==> src/rtl/layer_output_serializer.sv <==
// Layer output serializer: snapshots a bank of signed neuron accumulators on
// a capture strobe, then streams them one per accepted transfer as unsigned
// saturated activations (ReLU, fixed-point rescale, clamp) with a
// valid/ready handshake. A capture that arrives mid-stream is dropped and
// raises a sticky overrun flag. The exception is a capture on the final
// transfer, which is accepted back-to-back.
module layer_output_serializer #(
    parameter int NUM        = 28,
    parameter int ACC_W      = 18,
    parameter int OUT_W      = 8,
    parameter int FRAC_SHIFT = 8
) (
    input  logic                 clk,
    input  logic                 reset,
    input  logic                 capture,
    input  logic [NUM*ACC_W-1:0] mac_in,
    input  logic                 out_ready,
    input  logic                 ovr_clr,
    output logic [OUT_W-1:0]     out_data,
    output logic                 out_valid,
    output logic [4:0]           out_index,
    output logic                 out_last,
    output logic                 busy,
    output logic                 overrun
);

    typedef enum logic {IDLE, STREAM} state_t;

    localparam logic [4:0]       LAST_IDX = 5'(NUM - 1);
    localparam logic [ACC_W-1:0] MAX_ACT  = ACC_W'((2 ** OUT_W) - 1);

    // Negative -> 0; otherwise drop the fractional bits and clamp to the
    // largest unsigned output code.
    function automatic logic [OUT_W-1:0] activate(input logic [ACC_W-1:0] v);
        logic [ACC_W-1:0] scaled;
        scaled = v >> FRAC_SHIFT;
        if (v[ACC_W-1])
            activate = '0;
        else if (scaled > MAX_ACT)
            activate = '1;
        else
            activate = scaled[OUT_W-1:0];
    endfunction

    state_t           state;
    logic [ACC_W-1:0] shadow [NUM];
    logic [4:0]       next_index;
    logic             xfer;
    logic             final_xfer;
    logic             accept;

    assign xfer       = out_valid & out_ready;
    assign final_xfer = xfer && (out_index == LAST_IDX);
    // A new snapshot is taken when idle, or when it lands exactly on the
    // last handshake of the current stream (back-to-back layers).
    assign accept     = capture && ((state == IDLE) || final_xfer);
    assign next_index = out_index + 5'd1;
    assign busy       = (state == STREAM);

    // Stream control, shadow bank, registered outputs and sticky overrun.
    always_ff @(posedge clk) begin
        // NOTE: every register here uses <= so that all of them update from
        // the same pre-edge values, independent of statement order.
        if (!reset) begin
            state     <= IDLE;
            out_valid <= 1'b0;
            out_data  <= '0;
            out_index <= '0;
            out_last  <= 1'b0;
            overrun   <= 1'b0;
            // NOTE: the shadow bank is cleared on reset so that a stale
            // snapshot can never reappear after a reset.
            for (int k = 0; k < NUM; k++) shadow[k] <= '0;
        end else begin
            if (accept) begin
                for (int k = 0; k < NUM; k++) shadow[k] <= mac_in[k*ACC_W +: ACC_W];
                state     <= STREAM;
                out_valid <= 1'b1;
                out_index <= '0;
                out_data  <= activate(mac_in[0 +: ACC_W]);
                out_last  <= (LAST_IDX == 5'd0);
            end else if (final_xfer) begin
                state     <= IDLE;
                out_valid <= 1'b0;
                out_last  <= 1'b0;
            end else if (xfer) begin
                out_index <= next_index;
                out_data  <= activate(shadow[next_index]);
                out_last  <= (next_index == LAST_IDX);
            end

            if (capture && (state == STREAM) && !final_xfer)
                overrun <= 1'b1;
            else if (ovr_clr)
                overrun <= 1'b0;
        end
    end

endmodule

==> config.mk <==
export PLATFORM = sky130hd
export DESIGN_NAME = layer_output_serializer
export DESIGN_NICKNAME = d
export VERILOG_FILES = /design/src/rtl/layer_output_serializer.sv
export SDC_FILE = /design/constraint.sdc
export NUM_CORES = 1
export LEC_CHECK = 0
export CORE_AREA = 2 2 206 208
export CTS_BUF_LIST = sky130_fd_sc_hd__clkbuf_16
export DETAILED_ROUTE_END_ITERATION = 8
export DIE_AREA = 0 0 208 210
export PLACE_DENSITY = 0.68
export SYNTH_ARGS = -nofsm -noshare
export SYNTH_HDL_FRONTEND = slang
export SYNTH_SLANG_ARGS = --single-unit
==> constraint.sdc <==
create_clock -name clk -period 19.5 [get_ports clk]
set_clock_uncertainty 0.05 [all_clocks]
set_input_delay 3.9 -clock clk [delete_from_list [all_inputs] [get_ports clk]]
set_output_delay 3.9 -clock clk [all_outputs]
set_load 0.1 [all_outputs]
==> summary.txt <==
Timing
  – RSZ-0062 raised after global routing: false
  – Pin slew with the least headroom to its limit: 1130 ps
  – Relative max-transition margin: 0.246
  – # setup viols final: 0
  – Post-route minimum period: 7070 ps
  – F_max: 141 MHz
  – Post-Route Setup TNS: 0 ps
  – Final Hold Fails: 0
  – Final period util: 0.363
  – Slew Viols, Final: 0

GRT
  – Initial antenna violation count: 3
  – Final global-route overflow total: 0
  – Largest net degree at the start of global routing: 170
  – First-pass GRT wire length: 55000 um
  – Vias in the first global route: 8943
  – GRT Resource Usage Total: 0.165

Worst hold path
  – HP Start: out_last
  – Min-Delay Path Class: flop to flop
  – Hold Path Sink: out_last
  – Cell depth of the worst hold path: 2

Floorplan
  – Core area: 41500 um^2
  – Die area: 43700 um^2
  – Core Rows: 75
  – Starting Density: 0.333
  – Die width: 208 um
  – Die height: 210 um
  – I/O pins: 526

Run status
  – Status: finished clean

Critical path
  – CP Capture Type: flop
  – CP bufs+invs: 3
  – Critical Path AT: 7210 ps
  – Crit-path max cell delay: 910 ps
  – CP max FO: 84
  – Critical Path Source Type: input port
  – Worst setup path class: input port to flop
  – FF-to-FF Start: out_index[0]
  – CP cell instances: clkdlybuf4s50_1 > nand2_1 > nand2_1 > nand2_2 > nand2_4 > buf_4 > buf_4
  – WP data required: 19640 ps
  – Critical Path Slowest Stage Cell: buf_4
  – R2r setup slk: 14530 ps
  – Worst R2R Path Depth: 8
  – Family with the most delay on the worst path: buffers and inverters
  – Reg2Reg Capture Point: shadow[5][9]

Route
  – Vias: 8797
  – Routed WL per cell: 21.1 um
  – Vias per cell: 5.01
  – DRT Wirelength: 37000 um
  – Drt initial violations: 702
  – Post-route DRC: 0
  – DRT antenna net count: 0
  – First-pass DRT Iterations: 7

Synthesis
  – Ys async rst share: 0
  – Post-synthesis cell area: 13800 um^2
  – Cells after synthesis: 928
  – Syn Area/Cell: 14.9 um^2
  – Unique masters post-synth: 60
  – Synth warnings: 0
  – Prevailing post-synth register cell: edfxtp_1
  – Syn_nets: 1439
  – Post-synth EDFFs: 280
  – Post-synthesis sequential area ratio: 0.633
  – Synth Register Bits: 296

Power
  – Leak Pwr: 7.14 nW
  – VDD IR max: 65.2 uV
  – Pwr per Cell Area: 87.6 nW/um^2

Clocking
  – CTS Buf Count: 31
  – Htree depth: 1
  – CTS tree: yes
  – Number of setup buffers added after CTS: 0
  – # clock sinks: 296
  – Clock buffer depth: 3
  – Clock Tree Root: clkbuf_16
  – Post-CTS sizing: 0
  – Clock latency on the worst-skew pair: 570 ps
  – CTS Hold Bufs: 0
  – Clock Pin Slew Worst Setup and Hold Paths: 70 ps

Placed design
  – DPL Wire Length: 25700 um
  – GPL Wtd Cong: 0.754
  – IO buf count: 301

Flow run
  – Max_cap viols: 0

Final layout
  – Post-layout util: 0.441
  – P&R area growth vs syn: 32.4%
  – FILL cells: 3719
  – Register area: 8730 um^2
  – Share of layout cells above drive strength 1: 0.131
  – Area of the multi-input gates: 4660 um^2
  – Nets: 1704
==> per-stage QoR <==
stage / worst slack, ps / power, mW / cells / instance area [um^2] / hold slack (ps)
floorplan: 8440 / 0.895 / 928 / 13800 / 774
CTS: 12410 / 1.62 / 1756 / 18300 / 434
finish: 12430 / 1.60 / 1757 / 18300 / 430
detailed placement: 11810 / 0.987 / 1699 / 17200 / 399
global route: 12190 / 1.66 / 1756 / 18300 / 470
global placement: 11880 / 0.983 / 1699 / 17200 / 396
==> power by group <==
part	leakage [nW]	total (mW)	switching [mW]	internal, mW
registers	3.13	0.766	0.0155	0.750
logic	3.47	0.205	0.102	0.103
clock network	0.527	0.630	0.249	0.381
==> worst max path at each step <==
| stage | start | to | slack, ps | cells after the start |
|---|---|---|---|---|
| 2_1_floorplan | out_ready | shadow[0][10] | 8440 | 4 |
| 5_1_grt | out_ready | shadow[5][9] | 12190 | 7 |
| 4_1_cts | out_ready | shadow[5][9] | 12410 | 7 |
| 3_5_place_dp | out_ready | shadow[5][9] | 11810 | 7 |
| 6_report | out_ready | shadow[5][9] | 12430 | 7 |
| 3_3_place_gp | out_ready | shadow[4][9] | 11880 | 7 |
==> synthesized netlist by cell type (8+ instances only) <==
cell type,count,area (um^2)
and3_1,181,1130
and2_1,100,626
mux4_2,67,1510
nand2_1,44,165
a21oi_1,13,65.1
nor2_1,20,75.1
dfxtp_1,16,320
nand3_1,16,80.1
mux2_2,11,124
a31oi_1,8,50.1
edfxtp_1,280,8410
clkbuf_1,57,214
o21ai_0,8,40.0
==> metal layers <==
metal  vias to the layer above  track usage  share of wire
li1                       4115            -              -
met1                      4321        0.236           0.45
met2                       316        0.262           0.46
met3                        41       0.0319          0.068
met4                         4       0.0367          0.017
met5                         -            0        0.00084
==> cell families after synthesis <==
family,Yosys count,synth area share
and+or+nand+nor,379,0.160
DFF,296,0.633
buffers and inverters,85,0.0327
muxes,83,0.126
AOI/OAI and AO/OA,75,0.0395
xor gates and xnor gates,8,0.00780
adders and majority gates,2,0.00181
==> flip-flops by register name (all words and copies together) (netlist names) <==
register	cells
busy	1
out_last	1
out_data	8
overrun	1
out_index	5
shadow	280
==> final cells by class <==
| type | count | area share |
|---|---|---|
| flip-flops and latches | 296 | 0.478 |
| multi-input cells | 547 | 0.255 |
| repair buffers | 314 | 0.170 |
| clock buffers | 31 | 0.0425 |
| well taps | 539 | 0.0369 |
| clock inverters | 26 | 0.0168 |
| inverters | 3 | 0.000616 |
| diodes | 1 | 0.000137 |
==> worst reg2reg max path, delay by kind of cell, from the launching register on <==
kind,cells,cell delay [ps]
buf+inv,2,1830
flops,1,700
simple gates,5,1280
fa+ha+maj,1,630
==> placed cells by master, fill, tap and decap left out, drive strengths merged, types with 3 or more instances in the layout <==
| master | n |
|---|---|
| and2 | 100 |
| nand3 | 17 |
| nand2 | 45 |
| clkinv | 14 |
| mux2 | 12 |
| and3 | 182 |
| o211ai | 7 |
| dfxtp | 16 |
| a21oi | 13 |
| a21bo | 8 |
| xnor2 | 3 |
| nor2 | 21 |
| a31oi | 8 |
| mux4 | 70 |
| edfxtp | 280 |
| clkdlybuf4s50 | 300 |
| clkbuf | 31 |
| xor2 | 5 |
| o2111ai | 8 |
| o21ai | 15 |
| bufinv | 7 |
| or3 | 4 |
| inv | 6 |
| buf | 14 |
Note: power is estimated with default switching activity, not from simulation.
